--- config.mk ---
export PLATFORM = sky130hd
export DESIGN_NAME = traffic_intersection_ctrl
export DESIGN_NICKNAME = d
export VERILOG_FILES = /design/src/rtl/traffic_intersection_ctrl.sv
export SDC_FILE = /design/constraint.sdc
export NUM_CORES = 1
export LEC_CHECK = 0
export CAP_MARGIN = 20
export CORE_MARGIN = 2
export CORE_UTILIZATION = 52
export CTS_CLUSTER_SIZE = 40
export DETAILED_ROUTE_END_ITERATION = 8
export GPL_ROUTABILITY_DRIVEN = 0
export PLACE_DENSITY = 0.77
export SLEW_MARGIN = 20
export SYNTH_ARGS = -nofsm -noshare
export SYNTH_HDL_FRONTEND = slang
export SYNTH_SLANG_ARGS = --single-unit
--- constraint.sdc ---
create_clock -name clk -period 3.85 [get_ports clk]
set_input_delay 0.77 -clock clk [delete_from_list [all_inputs] [get_ports clk]]
set_output_delay 0.77 -clock clk [all_outputs]
set_load 0.01 [all_outputs]
--- src/rtl/traffic_intersection_ctrl.sv ---
// Two-road intersection sequencer (main rests green, side/pedestrian requests run a full cycle).
// Optional pedestrian walk phase enabled by `define PED_CROSSING_EN.
module traffic_intersection_ctrl #(
    parameter int unsigned CNT_W      = 8,
    parameter int unsigned T_MAIN_MIN = 20,
    parameter int unsigned T_SIDE     = 10,
    parameter int unsigned T_YELLOW   = 3,
    parameter int unsigned T_ALLRED   = 2,
    parameter int unsigned T_WALK     = 8
) (
    input  logic       clk,
    input  logic       rst_n,
    input  logic       tick,
    input  logic       side_car,
    input  logic       ped_req,
    output logic       main_red,
    output logic       main_yellow,
    output logic       main_green,
    output logic       side_red,
    output logic       side_yellow,
    output logic       side_green,
    output logic       walk,
    output logic [2:0] phase
);

    localparam int unsigned LAMP_W = 7;

    typedef enum logic [2:0] {
        MG  = 3'd0,
        MY  = 3'd1,
        AR1 = 3'd2,
        SG  = 3'd3,
        SY  = 3'd4,
        AR2 = 3'd5,
        PW  = 3'd6
    } state_e;

    // Lamp vector order: main r/y/g, side r/y/g, walk
    localparam logic [LAMP_W-1:0] LAMPS_ALLRED = 7'b100_100_0;

    state_e             state_q, state_d;
    logic [CNT_W-1:0]   timer_q, timer_d;
    logic [CNT_W-1:0]   limit_c;
    logic               done_c;
    logic [LAMP_W-1:0]  lamps_q, lamps_d;
    logic               ped_pend_q;

    // Per-state terminal count (duration minus one)
    always_comb begin
        limit_c = CNT_W'(T_ALLRED - 1);
        case (state_q)
            MG:      limit_c = CNT_W'(T_MAIN_MIN - 1);
            MY:      limit_c = CNT_W'(T_YELLOW - 1);
            AR1:     limit_c = CNT_W'(T_ALLRED - 1);
            SG:      limit_c = CNT_W'(T_SIDE - 1);
            SY:      limit_c = CNT_W'(T_YELLOW - 1);
            AR2:     limit_c = CNT_W'(T_ALLRED - 1);
            PW:      limit_c = CNT_W'(T_WALK - 1);
            default: limit_c = CNT_W'(T_ALLRED - 1);
        endcase
    end

    assign done_c = tick && (timer_q == limit_c);

    // Next-state, timer and lamp decode
    always_comb begin
        state_d = state_q;
        timer_d = timer_q;
        lamps_d = LAMPS_ALLRED;

        case (state_q)
            MG:  if (done_c && (side_car || ped_pend_q)) state_d = MY;
            MY:  if (done_c) state_d = AR1;
            AR1: if (done_c) state_d = ped_pend_q ? PW : SG;
`ifdef PED_CROSSING_EN
            PW:  if (done_c) state_d = side_car ? SG : MG;
`endif
            SG:  if (done_c) state_d = SY;
            SY:  if (done_c) state_d = AR2;
            AR2: if (done_c) state_d = MG;
            default: state_d = AR2;
        endcase

        // Timer restarts on every state change and saturates at the terminal count
        if (state_d != state_q) begin
            timer_d = '0;
        end else if (tick && (timer_q != limit_c)) begin
            timer_d = timer_q + CNT_W'(1);
        end

        case (state_d)
            MG:      lamps_d = 7'b001_100_0;
            MY:      lamps_d = 7'b010_100_0;
            SG:      lamps_d = 7'b100_001_0;
            SY:      lamps_d = 7'b100_010_0;
            PW:      lamps_d = 7'b100_100_1;
            default: lamps_d = LAMPS_ALLRED;
        endcase
    end

    always_ff @(posedge clk) begin
        if (!rst_n) begin
            state_q <= AR2;
            timer_q <= '0;
            lamps_q <= LAMPS_ALLRED;
        end else begin
            state_q <= state_d;
            timer_q <= timer_d;
            lamps_q <= lamps_d;
        end
    end

`ifdef PED_CROSSING_EN
    logic ped_pend_d;

    // Request is consumed on PW entry; a request on that same edge re-arms it
    always_comb begin
        ped_pend_d = ped_pend_q;
        if ((state_d == PW) && (state_q != PW)) begin
            ped_pend_d = ped_req;
        end else if (ped_req) begin
            ped_pend_d = 1'b1;
        end
    end

    always_ff @(posedge clk) begin
        if (!rst_n) begin
            ped_pend_q <= 1'b0;
        end else begin
            ped_pend_q <= ped_pend_d;
        end
    end
`else
    logic ped_req_unused;

    assign ped_pend_q     = 1'b0;
    assign ped_req_unused = ped_req;
`endif

    assign {main_red, main_yellow, main_green} = lamps_q[6:4];
    assign {side_red, side_yellow, side_green} = lamps_q[3:1];
    assign walk                                = lamps_q[0];
    assign phase                               = state_q;

endmodule
### Word-level counts from Yosys, hierarchy flattened

Cells that the tools add are included.

| word-level totals | value |
|---|---|
| latch bits | 0 |
| register bits after elaboration | 18 |
| memories | 0 |
| output and inout bits | 10 |
| input port bits | 5 |
| RAM bits | 0 |
| bits in read-only memories | 0 |

| operators by class | value |
|---|---|
| bitwise gates (word level) | 1 |
| divide/modulo/power cells | 0 |
| add/subtract/negate cells | 1 |
| multiplexer cells | 9 |
| shifts and indexed selects | 0 |
| multipliers | 0 |
| magnitude comparators | 0 |
| reduce and logical (&&, ||, !) cells | 7 |
| equal/unequal tests | 13 |

Operators by type and width:

| cell | number |
|---|---|
| $pmux 7 s5 | 1 |
| $pmux 5 s4 | 1 |
| $mux 3 | 6 |
| $pmux 3 s6 | 1 |
| $eq 3x3->1 const B | 5 |
| $eq 3x2->1 const B | 3 |
| $add 8x1->8 const B | 1 |
| $eq 8x8->1 | 1 |
| $ne 8x8->1 | 1 |
| $eq 3x1->1 const B | 2 |
| $logic_not 3->1 | 2 |
| $reduce_or 2->1 | 2 |
| $logic_and 1x1->1 | 3 |
| $ne 3x3->1 | 1 |
| $not 1->1 | 1 |

### Longest topological paths before layout

Gate-level depths: netlist (run 1).

| depth | value |
|---|---|
| depth after elaboration | 10 |
| mapped depth | 12 |
| gate-level depth less buffers | 11 |

### Worst setup path before layout (run 1)

No wires, ideal clock.

| timing path | value |
|---|---|
| path type | input -> register |
| from | in tick |
| to | reg lamps_q[6] |
| stages | 10 |
| data required time | 3.728 ns |
| setup slack | 0.892 ns |
| buffers on the path | 0 |
| arrival time | 2.836 ns |
| path through | inv_1 -> or2_1 -> a2111oi_0 -> o21ai_0 -> and3_1 -> ha_1 -> o41ai_1 -> nand2_1 -> o41a_1 -> a221o_1 |

| between the ends | value |
|---|---|
| cells in the longest elaborated chain, start to end | 6 |

RTL lines:

| item | RTL line | source |
|---|---|---|
| start, declared | 13 | `input logic tick,` |
| $logic_and 1x1->1 (*) | 63 | `assign done_c = tick && (timer_q == limit_c);` |
| $logic_and 1x1->1 | 72 | `MG: if (done_c && (side_car \|\| ped_pend_q)) state_d = MY;` |
| $mux 3 | 72 |  |
| $pmux 3 s6 (*) | 71 | `case (state_q)` |
| $eq 3x3->1 (tied with other cells) | 91 | `case (state_d)` |
| $pmux 7 s5 (*) | 91 |  |
| end signal, assigned | 109 | `lamps_q <= lamps_d;` |
| end, declared | 45 | `logic [LAMP_W-1:0] lamps_q, lamps_d;` |

Every way passes the cells marked *; elsewhere a longest branch is shown, timed or not.
A chain may end at the register's enable or synchronous reset.

### Worst setup path after layout (run 1)

Same ends and word-level chain as after synthesis.

==> impl_metrics.ini, run 1 <==
[outcome]
status = completed

[synthesis]
synth_area_per_cell_um2 = 8.90
synth_top_family_by_area = simple AND/OR/NAND/NOR gates
ys_top_cells_by_count = 18 x dfxtp_1, 8 x nor2_1, 7 x a21oi_1, 7 x nand2_1, 6 x o21ai_0
synth_warnings = 0
ys_async_sr_fraction_pct = 0
syn-num-nets = 121
synth_xor_area_share_pct = 6.91
syn_inst = 114
synth_compound_area_share_pct = 22.9
yosys-top-cells-area = dfxtp_1 36%, xnor2_1 4.3%, a21oi_1 3.5%
yosys.area.top_type_share_pct = 35.5
synth_area_leader_cell = dfxtp_1
synth_cell_types = 45
yosys.area_share.adder_pct = 2.47
synthFlopType = dfxtp_1
synth_mux_area_share_pct = 0.986
syn-cell-area_um2 = 1010
synth_edf_count = 0
yosysSeqAreaShare_pct = 35.5
synth_simple_gate_area_share_pct = 25.2
ys_seq_elements = 18
post-synth-top-count-cell = dfxtp_1

[sta]
skew_ns = 0.0182
fmax_mhz = 295
final_hold_viol_count = 0
worstMarginPinSlew_ns = 0.704
rsz0062_at_grt = no
setup_viol = 0
slew_headroom_pct = 52.8
drv_slew = 0
setup_tns_ns = 0
min_period_ns = 3.39
period_share_pct = 87.9

[global_routing]
grt_pass1_vias = 741
antenna_found_initial = 0
grt_pass1_wl_um = 3400
grt_max_degree = 18
grt_remaining_overflow = 0
grt.total_usage_pct = 21.1

[cts]
h-tree-depth = 1
clkSinkCount = 18
clkSlewWorstSetupHoldPaths_ns = 0.11
cts-root-buf = clkbuf_4
post_cts_buffers = 0
cts_hold_buf = 0
clk_latency_ns = 0.30
cts_resized = 0
cts_tree = yes
cts_made_buffers = 3
cts-root-to-sink-buffers = 2

[cells_and_area]
drive_gt1_share_pct = 11.5
layout.cells.non_filler = 155
filler_cell_count = 150
n_antenna_cell = 0
seq_area_um2 = 360
final_cell_area_um2 = 1200
layout.nets = 138
multiInputGateArea_um2 = 597
area_delta_synth_final_pct = 17.9

[setup_path]
path_max_fanout = 6
critPathLaunchType = primary input
crit_type = in -> reg
worstPathRequired_ns = 4.05
setup.worst_path.start = tick
rr_startpoint = phase[2]
worstPathArrival_ns = 3.59
reg2reg_slack_ns = 0.54
end_kind = register

[floorplanning]
start_util_pct = 56.9
coreArea_um2 = 1780
die_area_um2 = 2320
fp.dieW_um = 48.2
fp.dieH_um = 48.2
io_pins = 15
rows = 15

[worst_hold_path]
holdCritStartpoint = timer_q[7]
worstHoldPathType = reg -> reg

[route]
final_antenna_net_count = 0
drt-total-wl_um = 2130
vias_per_cell = 5.85
drc = 0
first_pass_iters = 4
drt_iter0_drc = 28
dr_total_vias = 907
routedWlPerCell_um = 13.7

[placement]
placed_cells = 151
place_area_um2 = 1160
hpwlAfterDp_um = 1550
port_buffers = 13

[job]
drv_cap = 0

[pwr]
ir_drop_mv = 0.451
power.leakage_nw = 0.432
power_density_nw_per_um2 = 539
## metal layers
metal / wire [um] / global-route usage (%) / part of all wire [%]
met3: 101 / 7.78 / 4.8
met2: 994 / 30.3 / 47
met4: 7 / 3.24 / 0.33
met5: 0 / 0 / 0
met1: 1020 / 30.9 / 48
## final cells by class
type / instances / area share (%)
Inverter: 5 / 1.57
Timing Repair Buffer: 16 / 12.8
Tap cell: 25 / 2.62
Clock buffer: 4 / 3.03
Multi-Input combinational cell: 87 / 49.9
Sequential cell: 18 / 30.1
## report_power, final
part	total, mW	switching (mW)	internal (mW)
Combinational	0.282	0.142	0.140
Clock	0.115	0.0575	0.0577
Sequential	0.248	0.0340	0.214
Total	0.645	0.233	0.412
## placed cells by master, fill, tap and decap left out, types with 2 or more instances in the layout
cell	synthesis	final
a2111oi_0	2	2
a21oi_1	7	7
and3_1	2	2
buf_4	0	3
clkbuf_4	0	3
clkdlybuf4s50_1	0	13
dfxtp_1	18	18
ha_1	2	2
inv_1	5	5
nand2_1	7	7
nand2b_1	3	3
nand3_1	3	3
nand4_1	4	4
nor2_1	8	8
nor3_1	2	2
nor4b_1	2	2
o21ai_0	6	6
o22a_1	2	2
or3_1	4	4
xnor2_1	5	5
xor2_1	3	3
## cell families after synthesis
family          Yosys count
mux                       1
fa+ha+maj                 2
compound gates           30
xor+xnor                  8
simple gates             45
other cells               1
flops                    18
buf+inv                   9
## critical path, cell delays in order
cell and delay (ns):
clkdlybuf4s50_1 0.58, inv_1 0.12, or2_1 0.29, a2111oi_0 0.36, buf_4 0.19, o21ai_0 0.09, and3_1 0.22, ha_1 0.32
o41ai_1 0.08, nand2_1 0.11, o41a_1 0.12, a221o_1 0.34
## registers in the layout, summed over array words and instances, names as in the netlist
register  cells
timer_q       8
lamps_q       7
phase         3
## through the flow
step                      setup slack, ns  hold slack (ns)  utilization (%)  power, mW
after global placement              0.151            0.504             65.1      0.521
final                               0.465            0.544             67.1      0.645
after CTS                           0.493            0.548             67.1      0.650
after global routing                0.197            0.587             67.1      0.696
after detailed placement            0.174            0.522             65.1      0.532
after floorplan                     0.892            0.485                -      0.447
## final timing paths
check | endpoint | cells after the start
setup reg to reg | lamps_q[6] | 12
hold / removal | timer_q[7] | 2
setup / recovery | lamps_q[6] | 12
hold reg to reg | timer_q[7] | 2
Note: power is estimated with default switching activity, not from simulation.
==> run 2, diff against run 1 <==
Settings changed: TNS_END_PERCENT set to 30.
==> results of run 2 <==
Same layout as run 1: the final DEF is identical, and so are final timing and power.
